===== config.mk =====
export PLATFORM = sky130hd
export DESIGN_NAME = phy_bringup
export DESIGN_NICKNAME = d
export VERILOG_FILES = /design/src/rtl/phy_bringup_pkg.sv /design/src/rtl/phy_bringup_ch.sv /design/src/rtl/phy_bringup.sv
export SDC_FILE = /design/constraint.sdc
export NUM_CORES = 1
export LEC_CHECK = 0
export BUFFER_PORTS_ARGS = -buffer_cell sky130_fd_sc_hd__buf_2
export CORE_ASPECT_RATIO = 1.4
export CORE_MARGIN = 1
export CORE_UTILIZATION = 55
export CTS_CLUSTER_DIAMETER = 200
export DETAILED_ROUTE_END_ITERATION = 8
export PLACE_DENSITY = 0.84
export SETUP_SLACK_MARGIN = 0.02
export SYNTH_ARGS = -nofsm -noshare
export SYNTH_HDL_FRONTEND = slang
export SYNTH_SLANG_ARGS = --single-unit
export TNS_END_PERCENT = 5

===== constraint.sdc =====
create_clock -name clk_50 -period 3.15 [get_ports clk_50]
set_clock_uncertainty 0.1 [all_clocks]
set_input_delay 0.63 -clock clk_50 [delete_from_list [all_inputs] [get_ports clk_50]]
set_output_delay 0.63 -clock clk_50 [all_outputs]
set_load 0.03 [all_outputs]

===== src/rtl/phy_bringup_pkg.sv =====
// Shared definitions for the PHY bring-up sequencer: channel state encoding,
// strap field layout and counter sizing helpers.
package phy_bringup_pkg;

    // Per-channel sequencing states.
    typedef enum logic [2:0] {
        ST_WAIT   = 3'd0,  // gated off, waiting for the previous channel
        ST_RESET  = 3'd1,  // hw reset asserted, strap latch tracking strap_val
        ST_STRAP  = 3'd2,  // hw reset released, straps still driven and frozen
        ST_SETTLE = 3'd3,  // straps released, waiting for the PHY to settle
        ST_READY  = 3'd4   // channel configured, downstream logic may run
    } ch_state_t;

    // Strap word layout: {addr[4:0], rx_dv, rxd[7:0]}.
    localparam int RXD_LSB   = 0;
    localparam int RXD_W     = 8;
    localparam int RX_DV_BIT = 8;
    localparam int ADDR_LSB  = 9;
    localparam int ADDR_W    = 5;

    // Width of a counter able to hold the largest of the three durations.
    function automatic int cnt_width(input int a, input int b, input int c);
        int m;
        m = a;
        if (b > m) m = b;
        if (c > m) m = c;
        return $clog2(m + 1);
    endfunction

    // True when a strap word of the given width matches the field layout above.
    function automatic bit strap_layout_ok(input int strap_w);
        return (RXD_LSB == 0)
            && (RX_DV_BIT == RXD_LSB + RXD_W)
            && (ADDR_LSB == RX_DV_BIT + 1)
            && (strap_w == ADDR_LSB + ADDR_W);
    endfunction

endpackage


===== src/rtl/phy_bringup_ch.sv =====
// One PHY channel: sequencing FSM, shared duration counter and strap latch.
// All outputs are registered from the next-state decode so they change only
// on a clk_50 edge and carry no combinational path from gate/reinit.
module phy_bringup_ch
    import phy_bringup_pkg::*;
#(
    parameter int STRAP_W        = 14,
    parameter int RST_HOLD_CYC   = 500000,
    parameter int STRAP_HOLD_CYC = 50,
    parameter int SETTLE_CYC     = 250000
) (
    input  logic               clk_50,
    input  logic               reset_n,
    input  logic               gate,
    input  logic               reinit,
    input  logic [STRAP_W-1:0] strap_in,
    output logic [STRAP_W-1:0] strap_out,
    output logic               strap_oe,
    output logic               hw_rst,
    output logic               ready
);

    localparam int CNT_W = cnt_width(RST_HOLD_CYC, STRAP_HOLD_CYC, SETTLE_CYC);

    // Terminal counts: a state lasting N cycles leaves when the counter,
    // cleared on entry, reaches N-1.
    localparam logic [CNT_W-1:0] RST_LAST    = CNT_W'(RST_HOLD_CYC - 1);
    localparam logic [CNT_W-1:0] STRAP_LAST  = CNT_W'(STRAP_HOLD_CYC - 1);
    localparam logic [CNT_W-1:0] SETTLE_LAST = CNT_W'(SETTLE_CYC - 1);

    ch_state_t        state;
    ch_state_t        state_nxt;
    logic [CNT_W-1:0] cnt;
    logic [CNT_W-1:0] cnt_nxt;
    logic             restart;
    logic             load_strap;
    logic             hw_rst_nxt;
    logic             oe_nxt;
    logic             ready_nxt;

    // A restart request only counts once the channel has left WAIT.
    assign restart = reinit && (state != ST_WAIT);

    // The latch follows strap_val while the PHY is held in reset and freezes
    // from the first STRAP cycle, so the PHY samples a stable value.
    assign load_strap = (state == ST_WAIT) || (state == ST_RESET);

    // Next-state and counter: normal sequencing, then restart overrides it.
    always_comb begin
        // NOTE: every signal written here gets a default first, so no path can
        // leave it unassigned and infer a latch.
        state_nxt = state;
        cnt_nxt   = cnt + 1'b1;

        case (state)
            ST_WAIT:   if (gate)                state_nxt = ST_RESET;
            ST_RESET:  if (cnt == RST_LAST)     state_nxt = ST_STRAP;
            ST_STRAP:  if (cnt == STRAP_LAST)   state_nxt = ST_SETTLE;
            ST_SETTLE: if (cnt == SETTLE_LAST)  state_nxt = ST_READY;
            ST_READY:                           state_nxt = ST_READY;
            default:                            state_nxt = ST_WAIT;
        endcase

        if (restart) begin
            state_nxt = ST_RESET;
        end

        // The counter restarts on every state entry (including RESET -> RESET
        // on a held request) and idles at zero where nothing is timed.
        if (restart || (state_nxt != state) ||
            (state == ST_WAIT) || (state == ST_READY)) begin
            cnt_nxt = '0;
        end
    end

    // Output decode of the state being entered, registered below.
    always_comb begin
        hw_rst_nxt = 1'b0;
        oe_nxt     = 1'b1;
        ready_nxt  = 1'b0;
        case (state_nxt)
            ST_WAIT:   begin hw_rst_nxt = 1'b0; oe_nxt = 1'b1; ready_nxt = 1'b0; end
            ST_RESET:  begin hw_rst_nxt = 1'b0; oe_nxt = 1'b1; ready_nxt = 1'b0; end
            ST_STRAP:  begin hw_rst_nxt = 1'b1; oe_nxt = 1'b1; ready_nxt = 1'b0; end
            ST_SETTLE: begin hw_rst_nxt = 1'b1; oe_nxt = 1'b0; ready_nxt = 1'b0; end
            ST_READY:  begin hw_rst_nxt = 1'b1; oe_nxt = 1'b0; ready_nxt = 1'b1; end
            default:   begin hw_rst_nxt = 1'b0; oe_nxt = 1'b1; ready_nxt = 1'b0; end
        endcase
    end

    // State, counter, strap latch and output registers.
    always_ff @(posedge clk_50) begin
        // NOTE: sequential state uses non-blocking assignments so every register
        // samples the pre-edge values, independent of statement order.
        if (!reset_n) begin
            // Reset parks the channel in WAIT. An ungated channel steps into
            // RESET on the first active edge, which is what places the start
            // of its reset hold on cycle 0; the drive seen during reset is the
            // same as RESET's.
            state     <= ST_WAIT;
            cnt       <= '0;
            strap_out <= '0;
            strap_oe  <= 1'b1;
            hw_rst    <= 1'b0;
            ready     <= 1'b0;
        end else begin
            state    <= state_nxt;
            cnt      <= cnt_nxt;
            strap_oe <= oe_nxt;
            hw_rst   <= hw_rst_nxt;
            ready    <= ready_nxt;
            if (load_strap) begin
                strap_out <= strap_in;
            end
        end
    end

endmodule


===== src/rtl/phy_bringup.sv =====
// Bring-up sequencer for NUM_PHY Ethernet PHYs: one channel per PHY, optional
// staggered release (each channel gated by its predecessor's ready) and a
// registered all_ready summary.
module phy_bringup
    import phy_bringup_pkg::*;
#(
    parameter int NUM_PHY        = 2,
    parameter int STRAP_W        = 14,
    parameter int RST_HOLD_CYC   = 500000,
    parameter int STRAP_HOLD_CYC = 50,
    parameter int SETTLE_CYC     = 250000,
    parameter int STAGGER        = 0
) (
    input  logic                       clk_50,
    input  logic                       reset_n,
    input  logic [NUM_PHY*STRAP_W-1:0] strap_val,
    input  logic [NUM_PHY-1:0]         reinit_req,
    output logic [NUM_PHY*STRAP_W-1:0] strap_out,
    output logic [NUM_PHY-1:0]         strap_oe,
    output logic [NUM_PHY-1:0]         phy_hw_rst,
    output logic [NUM_PHY-1:0]         phy_ready,
    output logic                       all_ready
);

    logic [NUM_PHY-1:0] gate;

    // Reject a strap width that does not match the packed field layout.
    if (!strap_layout_ok(STRAP_W) || NUM_PHY < 1) begin : g_bad_cfg
        $error("phy_bringup: STRAP_W must be 14 and NUM_PHY at least 1");
    end

    for (genvar i = 0; i < NUM_PHY; i++) begin : g_ch
        // Channel 0, and every channel in parallel mode, starts straight away;
        // in stagger mode channel i waits for channel i-1 to become ready.
        if (i == 0 || STAGGER == 0) begin : g_free
            assign gate[i] = 1'b1;
        end else begin : g_chain
            assign gate[i] = phy_ready[i-1];
        end

        phy_bringup_ch #(
            .STRAP_W        (STRAP_W),
            .RST_HOLD_CYC   (RST_HOLD_CYC),
            .STRAP_HOLD_CYC (STRAP_HOLD_CYC),
            .SETTLE_CYC     (SETTLE_CYC)
        ) u_ch (
            .clk_50    (clk_50),
            .reset_n   (reset_n),
            .gate      (gate[i]),
            .reinit    (reinit_req[i]),
            .strap_in  (strap_val[i*STRAP_W +: STRAP_W]),
            .strap_out (strap_out[i*STRAP_W +: STRAP_W]),
            .strap_oe  (strap_oe[i]),
            .hw_rst    (phy_hw_rst[i]),
            .ready     (phy_ready[i])
        );
    end

    // all_ready is registered, trailing the last channel's ready by one cycle.
    always_ff @(posedge clk_50) begin
        if (!reset_n) begin
            all_ready <= 1'b0;
        end else begin
            all_ready <= &phy_ready;
        end
    end

endmodule


==> results.py, run 1 <==
metrics = {
    "sta": {
        "fmax_ghz": 0.382,
        "tightest_slew_ns": 0.979,
        "period_share": 0.831,
        "fin_ws_ns": 0.532,
        "slew_viol_final": 0,
        "setup_tns_ns": 0,
        "period_minus_slack_ns": 2.62,
        "rsz0062_at_grt": "false",
        "setup_violations": 0,
        "finalHoldViolCount": 0,
        "slew_headroom": 0.345,
        "whs_ns": 0.362,
    },
    "synthesis": {
        "yosysTopAreaCellShare": 0.445,
        "synthesis.nets": 449,
        "synth_ff_type": "dfxtp_1",
        "synth_edf_count": 0,
        "synth_area_leader_cell": "dfxtp_1",
        "postSynthAreaPerCell_um2": 8.61,
        "synth_seq_cells": 79,
        "yosysMostFrequentCell": "dfxtp_1",
        "yosysWarningCount": 0,
        "synth_common_cells": "dfxtp_1, nand2_1, nor2_1",
        "ys_async_sr_fraction": 0,
        "synth.area.top_cells": "dfxtp_1, nand2_1, a21boi_0, nor2_1, xor2_1",
        "ys_seq_area_frac": 0.445,
        "synth.distinct_cells": 50,
        "synth_area_mm2": 0.00356,
        "netlist_instances": 413,
    },
    "floorplan": {
        "io_pins": 67,
        "std_cell_rows": 34,
        "core_mm2": 0.00621,
        "die-area_mm2": 0.00680,
        "die_h_um": 97.1,
        "start_util": 0.573,
        "fp.dieW_um": 70.0,
    },
    "placed_design": {
        "gp_congestion": 0.932,
        "pre_cts_ws_ns": 0.558,
        "dpl.cell_count": 533,
        "post_dp_cell_area_mm2": 0.00387,
        "place_hpwl_um": 5110,
        "numPortBuffers": 66,
    },
    "route": {
        "drt-initial-drc-count": 139,
        "vias": 3044,
        "firstDrtPassIters": 4,
        "route.detailed.drc": 0,
        "viasPerCell": 5.54,
        "antenna_left": 0,
        "wirelength_um": 7190,
        "wire_per_inst_um": 13.1,
    },
    "finish": {
        "instances_no_fill": 549,
        "area_growth_pct": 14.7,
        "design_area_mm2": 0.00408,
        "final_net_count": 508,
        "drive_gt1_frac": 0.212,
        "n_antenna_cell": 0,
        "fillers": 502,
        "fin_util": 0.657,
    },
    "global_route": {
        "overflow": 0,
        "groute.usage.overall": 0.213,
        "grt_pass1_wl_um": 12000,
        "grt_max_degree": 21,
        "antenna_found_initial": 0,
        "grt_pass1_vias": 2825,
    },
    "clocking": {
        "cts_tree": "done",
        "cts_sinks": 79,
        "cts_hold_repair.buffers": 0,
        "cts_root_buf": "clkbuf_8",
        "clk_latency_ns": 0.34,
        "cts_buffers": 9,
        "cts.reportedPaths.clkPinSlew_ns": 0.09,
        "clockBufferDepth": 2,
        "cts_resized": 0,
        "postCtsSetupRepairBufs": 0,
        "htreeDepth": 3,
    },
    "critical_path": {
        "required_ns": 3.25,
        "cp-end-kind": "flip-flop",
        "r2r_cells": 6,
        "regToRegEndpoint": "g_ch[0].u_ch.cnt[1]",
        "cp_max_fo": 5,
        "cp-start-kind": "flip-flop",
        "startpoint": "g_ch[0].u_ch.cnt[0]",
        "regToRegStartpoint": "g_ch[0].u_ch.cnt[0]",
        "rrSetupSlack_ns": 0.53,
        "critPathArrivalTime_ns": 2.72,
        "critical_path_class": "flip-flop to flip-flop",
    },
    "worst_hold_path": {
        "hp-start": "g_ch[1].u_ch.strap_out[5]",
        "min_path_cells": 2,
        "min_path_type": "flip-flop to flip-flop",
        "min_to": "g_ch[1].u_ch.strap_out[5]",
    },
    "power": {
        "p_per_area_mw_per_mm2": 471,
        "vdd_ir_drop_max_v": 0.000271,
        "power_mw": 1.92,
        "leakage_nw": 1.61,
    },
    "outcome": {
        "status": "finished, final reports clean",
    },
    "run": {
        "cap_violations": 0,
    },
}
-- report_power, final --
part | internal (mW) | switching [mW]
Clock | 0.375 | 0.382
Sequential | 1.02 | 0.0129
Combinational | 0.0484 | 0.0815
Total | 1.44 | 0.477
-- cell families (layout without fill, tap and decap cells) --
family                     count (synthesis)  count (layout)  synth area share
DFF                                       79              79             0.445
buffers and inverters                     31              95            0.0468
xor gates and xnor gates                  34              34            0.0837
AOI/OAI and AO/OA                         55              55             0.122
adders and majority gates                  4               4            0.0141
and+or+nand+nor                          209             209             0.286
muxes                                      1               1           0.00282
-- layout make-up --
cell class / instances / area (µm²) / share of cell area
Inverter: 9 / 33.8 / 0.00828
Clock buffer: 9 / 124 / 0.0304
Sequential cell: 79 / 1580 / 0.388
Multi-Input combinational cell: 303 / 1810 / 0.443
Clock inverter: 7 / 81.3 / 0.0199
Tap cell: 72 / 90.1 / 0.0221
Timing Repair Buffer: 70 / 360 / 0.0883
-- metal layers --
layer  part of all wire  vias to the layer above  track usage
met5                  0                        -            0
met4              0.019                        0       0.0938
met3              0.055                       14       0.0529
met2               0.48                      100        0.352
met1               0.45                     1403        0.259
li1                   -                     1527            -
-- state kept, by name (all words and copies together) (netlist names) --
signal               flops
g_ch.u_ch.strap_oe       2
g_ch.u_ch.state          6
g_ch.u_ch.hw_rst         2
all_ready                1
g_ch.u_ch.strap_out     28
g_ch.u_ch.ready          2
g_ch.u_ch.cnt           38
-- how the worst max path moves through the flow --
| stage | end | slack (ns) | cells past startpoint |
|---|---|---|---|
| after floorplan | g_ch[0].u_ch.cnt[0] | 0.75 | 6 |
| after global placement | g_ch[0].u_ch.cnt[0] | 0.66 | 6 |
| after detailed placement | g_ch[0].u_ch.cnt[1] | 0.56 | 6 |
| after CTS | g_ch[0].u_ch.cnt[1] | 0.54 | 6 |
| after global routing | g_ch[0].u_ch.cnt[1] | 0.45 | 6 |
| final | g_ch[0].u_ch.cnt[1] | 0.53 | 6 |
-- layout by cell type (no fill, tap or decap), drive strengths merged, types with 2 or more instances in the layout --
master / n
nand2: 76
clkinvlp: 3
or2: 4
a21boi: 28
nand2b: 3
nand4: 14
nand3b: 2
a31oi: 3
o31ai: 2
nor3: 6
nand3: 9
a21oi: 6
a31o: 2
ha: 4
clkbuf: 9
xor2: 19
or3: 6
inv: 11
a211oi: 6
or4: 8
nor2b: 4
o21ai: 2
or4b: 3
and4: 3
xnor2: 15
dfxtp: 79
buf: 70
nor4: 7
nor2: 51
and3: 8
-- worst max-delay path: stages, from the launching register on --
cell and delay, ns:
dfxtp_1 0.40, ha_1 0.17, or4b_1 0.41, or4_1 0.40
or4_1 0.52, a31oi_2 0.34, a211oi_1 0.14
(Power assumes the default switching activity.)
==> run 2: changes to the inputs <==
--- a/config.mk
+++ b/config.mk
@@ -8,10 +8,10 @@
 export BUFFER_PORTS_ARGS = -buffer_cell sky130_fd_sc_hd__buf_2
 export CORE_ASPECT_RATIO = 1.4
 export CORE_MARGIN = 1
-export CORE_UTILIZATION = 55
+export CORE_UTILIZATION = 50
 export CTS_CLUSTER_DIAMETER = 200
 export DETAILED_ROUTE_END_ITERATION = 8
-export PLACE_DENSITY = 0.84
+export PLACE_DENSITY = 0.81
 export SETUP_SLACK_MARGIN = 0.02
 export SYNTH_ARGS = -nofsm -noshare
 export SYNTH_HDL_FRONTEND = slang
==> constraint.sdc (replaced) <==
create_clock -name clk_50 -period 2.22 [get_ports clk_50]
set_clock_uncertainty 0.1 [all_clocks]
set_input_delay 0.444 -clock clk_50 [delete_from_list [all_inputs] [get_ports clk_50]]
set_output_delay 0.444 -clock clk_50 [all_outputs]
set_load 0.03 [all_outputs]
==> results.py, run 2 (synthesized netlist as in run 1, its figures left out) <==
metrics = {
    "outcome": {
        "status": "finished with violations",
        "violations": "setup timing",
    },
    "floorplan": {
        "die_h_um": 102,
        "start_util": 0.513,
        "io_pins": 67,
        "fp.dieW_um": 73.3,
        "core_mm2": 0.00694,
        "die-area_mm2": 0.00746,
        "std_cell_rows": 36,
    },
    "finish": {
        "largestRegisters": "g_ch.u_ch.cnt: 38 flops, g_ch.u_ch.strap_out: 28 flops, g_ch.u_ch.state: 6 flops",
        "fin_util": 0.659,
        "n_antenna_cell": 0,
        "area_growth_pct": 28.5,
        "final_net_count": 546,
        "final_common_cell": "nand2_1",
        "largest_reg_flops": 38,
        "design_area_mm2": 0.00457,
        "fillers": 562,
        "largest_register": "g_ch.u_ch.cnt",
        "drive_gt1_frac": 0.307,
        "final_cell_mix": "nand2_1, dfxtp_1, buf_2",
        "instances_no_fill": 610,
    },
    "critical_path": {
        "rrSetupSlack_ns": -0.10,
        "cp-end-kind": "flip-flop",
        "cp_slowest_cell": "or4_4",
        "max_stage_delay_ns": 0.45,
        "required_ns": 2.36,
        "cp_max_fo": 5,
        "critical_path_class": "flip-flop to flip-flop",
        "cp-start-kind": "flip-flop",
        "crit_chain": "inv_1 > ha_1 > or4b_1 > or4_1 > or4_4 > a31oi_4 > a211oi_1",
        "critPathArrivalTime_ns": 2.47,
    },
    "route": {
        "viasPerCell": 5.26,
        "antenna_left": 0,
        "firstDrtPassIters": 4,
        "wire_per_inst_um": 13.6,
        "wirelength_um": 8270,
        "vias": 3206,
        "drt-initial-drc-count": 172,
        "route.detailed.drc": 0,
    },
    "sta": {
        "slew_viol_final": 0,
        "period_minus_slack_ns": 2.32,
        "slew_headroom": 0.653,
        "fin_ws_ns": -0.103,
        "tightest_slew_ns": 0.516,
        "fmax_ghz": 0.430,
        "whs_ns": 0.219,
        "setup_tns_ns": -0.838,
        "period_share": 1.05,
        "rsz0062_at_grt": "true",
        "setup_violations": 25,
        "finalHoldViolCount": 0,
    },
    "placed_design": {
        "dpl.cell_count": 593,
        "post_dp_cell_area_mm2": 0.00423,
        "gp_congestion": 0.872,
        "place_hpwl_um": 5940,
        "numPortBuffers": 66,
        "pre_cts_ws_ns": -0.188,
    },
    "clocking": {
        "clockBufferDepth": 2,
        "cts_tree": "done",
        "clk_latency_ns": 0.36,
        "cts.reportedPaths.clkPinSlew_ns": 0.08,
        "cts_root_buf": "clkbuf_8",
        "cts_sinks": 79,
        "cts_buffers": 9,
        "htreeDepth": 3,
        "cts_hold_repair.buffers": 0,
    },
    "run": {
        "cap_violations": 0,
    },
    "global_route": {
        "grt_pass1_vias": 3001,
        "grt_max_degree": 23,
        "antenna_found_initial": 0,
        "overflow": 0,
        "groute.usage.overall": 0.228,
        "grt_pass1_wl_um": 12900,
    },
    "power": {
        "p_per_area_mw_per_mm2": 671,
        "leakage_nw": 1.88,
        "power_mw": 3.06,
        "vdd_ir_drop_max_v": 0.000323,
    },
    "worst_hold_path": {
        "min_path_type": "input port to flip-flop",
    },
}
## run 2: power by group
| group | internal [mW] | total, mW | leakage, nW | switching (mW) |
|---|---|---|---|---|
| clock | 0.893 | 1.40 | 0.134 | 0.508 |
| sequential | 1.45 | 1.47 | 0.648 | 0.0173 |
| combinational | 0.0763 | 0.198 | 1.09 | 0.122 |
| total | 2.42 | 3.06 | 1.88 | 0.647 |
## run 2: area by class of cell
class,count,area (µm²),area share
multi-input combinational,303,1890,0.413
sequential,79,1590,0.348
timing repair buffer,108,671,0.147
clock buffer,11,141,0.0309
clock inverter,5,129,0.0282
tap,95,119,0.0260
inverter,9,33.8,0.00739
## run 2: timing repair
action                                  4_1_cts  5_1_grt
setup buffers                                 1        0
resized for setup                             2       10
pin swaps                                     1        2
endpoints found under the setup margin       27       46
## run 2: critical path, delay by kind of cell, from the launching register on
family | cells | cell delay [ns]
simple gates | 3 | 1.29
flops | 1 | 0.32
compound gates | 2 | 0.32
fa+ha+maj | 1 | 0.12
buf+inv | 1 | 0.05
## run 2: metal layers
layer | global-route usage | wire, µm | part of all wire
met1 | 0.235 | 3340 | 0.40
met2 | 0.400 | 4300 | 0.52
met3 | 0.0557 | 324 | 0.039
met4 | 0.158 | 303 | 0.037
met5 | 0 | 0 | 0
## run 2: worst paths after layout
path / startpoint / end / cells past startpoint
worst max-delay path: g_ch[0].u_ch.cnt[1] / g_ch[0].u_ch.cnt[1] / 7
worst min-delay path: strap_val[27] / g_ch[1].u_ch.strap_out[13] / 3
worst max register to register: g_ch[0].u_ch.cnt[1] / g_ch[0].u_ch.cnt[1] / 7
worst min register to register: g_ch[1].u_ch.strap_out[13] / g_ch[1].u_ch.strap_out[13] / 2
==> run 3: changes to the inputs <==
--- a/config.mk
+++ b/config.mk
@@ -5,13 +5,15 @@
 export SDC_FILE = /design/constraint.sdc
 export NUM_CORES = 1
 export LEC_CHECK = 0
+export ABC_AREA = 1
 export BUFFER_PORTS_ARGS = -buffer_cell sky130_fd_sc_hd__buf_2
+export CAP_MARGIN = 20
 export CORE_ASPECT_RATIO = 1.4
 export CORE_MARGIN = 1
-export CORE_UTILIZATION = 50
+export CORE_UTILIZATION = 57
 export CTS_CLUSTER_DIAMETER = 200
 export DETAILED_ROUTE_END_ITERATION = 8
-export PLACE_DENSITY = 0.81
+export PLACE_DENSITY = 0.85
 export SETUP_SLACK_MARGIN = 0.02
 export SYNTH_ARGS = -nofsm -noshare
 export SYNTH_HDL_FRONTEND = slang
==> constraint.sdc (replaced) <==
create_clock -name clk_50 -period 2.3 [get_ports clk_50]
set_clock_uncertainty 0.1 [all_clocks]
set_input_delay 0.46 -clock clk_50 [delete_from_list [all_inputs] [get_ports clk_50]]
set_output_delay 0.46 -clock clk_50 [all_outputs]
set_load 0.03 [all_outputs]
==> results.py, run 3 <==
metrics = {
    "outcome": {
        "status": "finished, final reports clean",
    },
    "placed_design": {
        "gp_congestion": 0.969,
        "numPortBuffers": 66,
        "place_hpwl_um": 6580,
        "post_dp_cell_area_mm2": 0.00447,
    },
    "synthesis": {
        "synth.distinct_cells": 28,
        "synthesis.nets": 609,
        "synth.area.top_cells": "dfxtp_1, nor2_1, nand2_1, inv_1, nor3_2",
        "synth_common_cells": "nor2_1, nand2_1, dfxtp_1",
        "netlist_instances": 573,
        "synth_seq_cells": 79,
        "yosysMostFrequentCell": "nor2_1",
        "synth_area_leader_cell": "dfxtp_1",
        "synth_area_mm2": 0.00413,
        "synth_ff_type": "dfxtp_1",
        "ys_async_sr_fraction": 0,
        "ys_seq_area_frac": 0.383,
        "synth_edf_count": 0,
        "postSynthAreaPerCell_um2": 7.20,
        "yosysTopAreaCellShare": 0.383,
        "yosysWarningCount": 0,
    },
    "sta": {
        "slew_headroom": 0.726,
        "setup_tns_ns": 0,
        "slew_viol_final": 0,
        "period_share": 0.894,
        "finalHoldViolCount": 0,
        "period_minus_slack_ns": 2.06,
        "setup_violations": 0,
        "tightest_slew_ns": 0.410,
        "rsz0062_at_grt": "false",
        "fmax_ghz": 0.486,
    },
    "route": {
        "route.detailed.drc": 0,
        "wire_per_inst_um": 12.4,
        "viasPerCell": 5.17,
        "firstDrtPassIters": 6,
        "vias": 3793,
        "drt-initial-drc-count": 238,
        "antenna_left": 0,
        "wirelength_um": 9080,
    },
    "power": {
        "leakage_nw": 2.03,
        "p_per_area_mw_per_mm2": 585,
        "vdd_ir_drop_max_v": 0.000570,
    },
    "floorplan": {
        "start_util": 0.591,
        "std_cell_rows": 36,
        "die-area_mm2": 0.00759,
        "core_mm2": 0.00698,
        "die_h_um": 103,
        "io_pins": 67,
        "fp.dieW_um": 73.9,
    },
    "critical_path": {
        "cp_slowest_cell": "dfxtp_1",
        "crit_chain": "ha_1 > nand4_1 > nor2_2 > nand2_1 > nand2_2 > nand3_2 > nand2_2 > nand2_1 > nand2_2 > nand2_4 > nor3_1",
        "cp-end-kind": "flip-flop",
        "required_ns": 2.48,
        "cp-start-kind": "flip-flop",
        "critPathArrivalTime_ns": 2.23,
        "critical_path_class": "flip-flop to flip-flop",
        "regToRegStartpoint": "g_ch[1].u_ch.cnt[1]",
        "max_stage_delay_ns": 0.39,
        "cpMostUsedCell": "nand2_2",
        "cp_max_fo": 19,
        "startpoint": "g_ch[1].u_ch.cnt[1]",
    },
    "global_route": {
        "overflow": 0,
        "groute.usage.overall": 0.246,
        "top_usage_layer": "met2",
        "grt_pass1_wl_um": 14500,
        "antenna_found_initial": 0,
        "use_met1": 0.272,
        "grt_pass1_vias": 3469,
        "grt_max_degree": 29,
        "gr-usage-met3": 0.0557,
        "met2_usage": 0.433,
    },
    "finish": {
        "area_growth_pct": 13.3,
        "largest_register": "g_ch.u_ch.cnt",
        "final_net_count": 670,
        "drive_gt1_frac": 0.241,
        "final_cell_mix": "nor2_1, nand2_1, dfxtp_1",
        "largest_reg_flops": 38,
        "design_area_mm2": 0.00468,
        "final_common_cell": "nor2_1",
        "largestRegisters": "g_ch.u_ch.cnt: 38 flops, g_ch.u_ch.strap_out: 28 flops, g_ch.u_ch.state: 6 flops",
        "n_antenna_cell": 0,
    },
    "run": {
        "cap_violations": 0,
    },
    "clocking": {
        "htreeDepth": 3,
        "clk_latency_ns": 0.35,
        "cts_tree": "done",
        "cts.reportedPaths.clkPinSlew_ns": 0.09,
        "cts_root_buf": "clkbuf_8",
        "cts_buffers": 9,
        "cts_resized": 0,
        "clockBufferDepth": 2,
        "cts_hold_repair.buffers": 0,
        "postCtsSetupRepairBufs": 0,
        "cts_sinks": 79,
    },
    "worst_hold_path": {
        "min_path_type": "input port to flip-flop",
        "hp-start": "strap_val[24]",
    },
}
run 3: cell count changes after synthesis, moves of 15 or more:
cell and change:
o21ai_0 +29, nand3_1 +18, nor2_1 +72, nor3_2 +22, inv_1 +52, nand2_2 +15, a21boi_0 -28, nor3_1 +21
run 3: layout make-up:
| class | count | area [µm²] |
|---|---|---|
| fillers | 563 | 2310 |
| multi-input cells | 403 | 2150 |
| flip-flops and latches | 79 | 1580 |
| repair buffers | 68 | 345 |
| inverters | 73 | 274 |
| clock buffers | 9 | 124 |
| well taps | 95 | 119 |
| clock inverters | 7 | 80.1 |
run 3: logic make-up (layout without fill, tap and decap cells):
kind of cell,count (synthesis),count (layout),synth area share
and+or+nand+nor,333,333,0.399
buffers and inverters,91,157,0.0955
DFF,79,79,0.383
AOI/OAI and AO/OA,36,36,0.0467
xor gates and xnor gates,30,30,0.0637
adders and majority gates,4,4,0.0121
run 3: path summary, 6_finish.rpt:
path	slack (ns)	depth (start not counted)	to
setup reg to reg	0.24	11	g_ch[1].u_ch.cnt[4]
setup / recovery	0.24	11	g_ch[1].u_ch.cnt[4]
hold / removal	0.25	3	g_ch[1].u_ch.strap_out[10]
hold reg to reg	0.34	2	all_ready
run 3: per-stage QoR:
stage                     power (mW)  hold slack, ns   util  std cells  setup slack, ns
after floorplan                 1.63           0.310      -        573            0.408
after global placement          1.69           0.320  0.641        718            0.379
after detailed placement        1.70           0.322  0.641        718            0.283
after CTS                       2.75           0.236  0.670        734            0.256
after global routing            2.84           0.239  0.670        734           0.0901
final                           2.73           0.251  0.670        734            0.244
run 3: layer usage:
layer,wire (µm),part of all wire
met2,4850,0.53
met3,293,0.032
met4,236,0.026
met5,0,0
met1,3700,0.41
run 3: where the power goes:
group	switching, mW	internal, mW
Combinational	0.181	0.0720
Clock	0.551	0.514
Sequential	0.0181	1.40
Total	0.750	1.98
run 3: critical path, delay by kind of cell, from the launching register on:
| kind | cells | cell delay, ns |
|---|---|---|
| DFF | 1 | 0.39 |
| and+or+nand+nor | 10 | 1.22 |
| adders and majority gates | 1 | 0.26 |
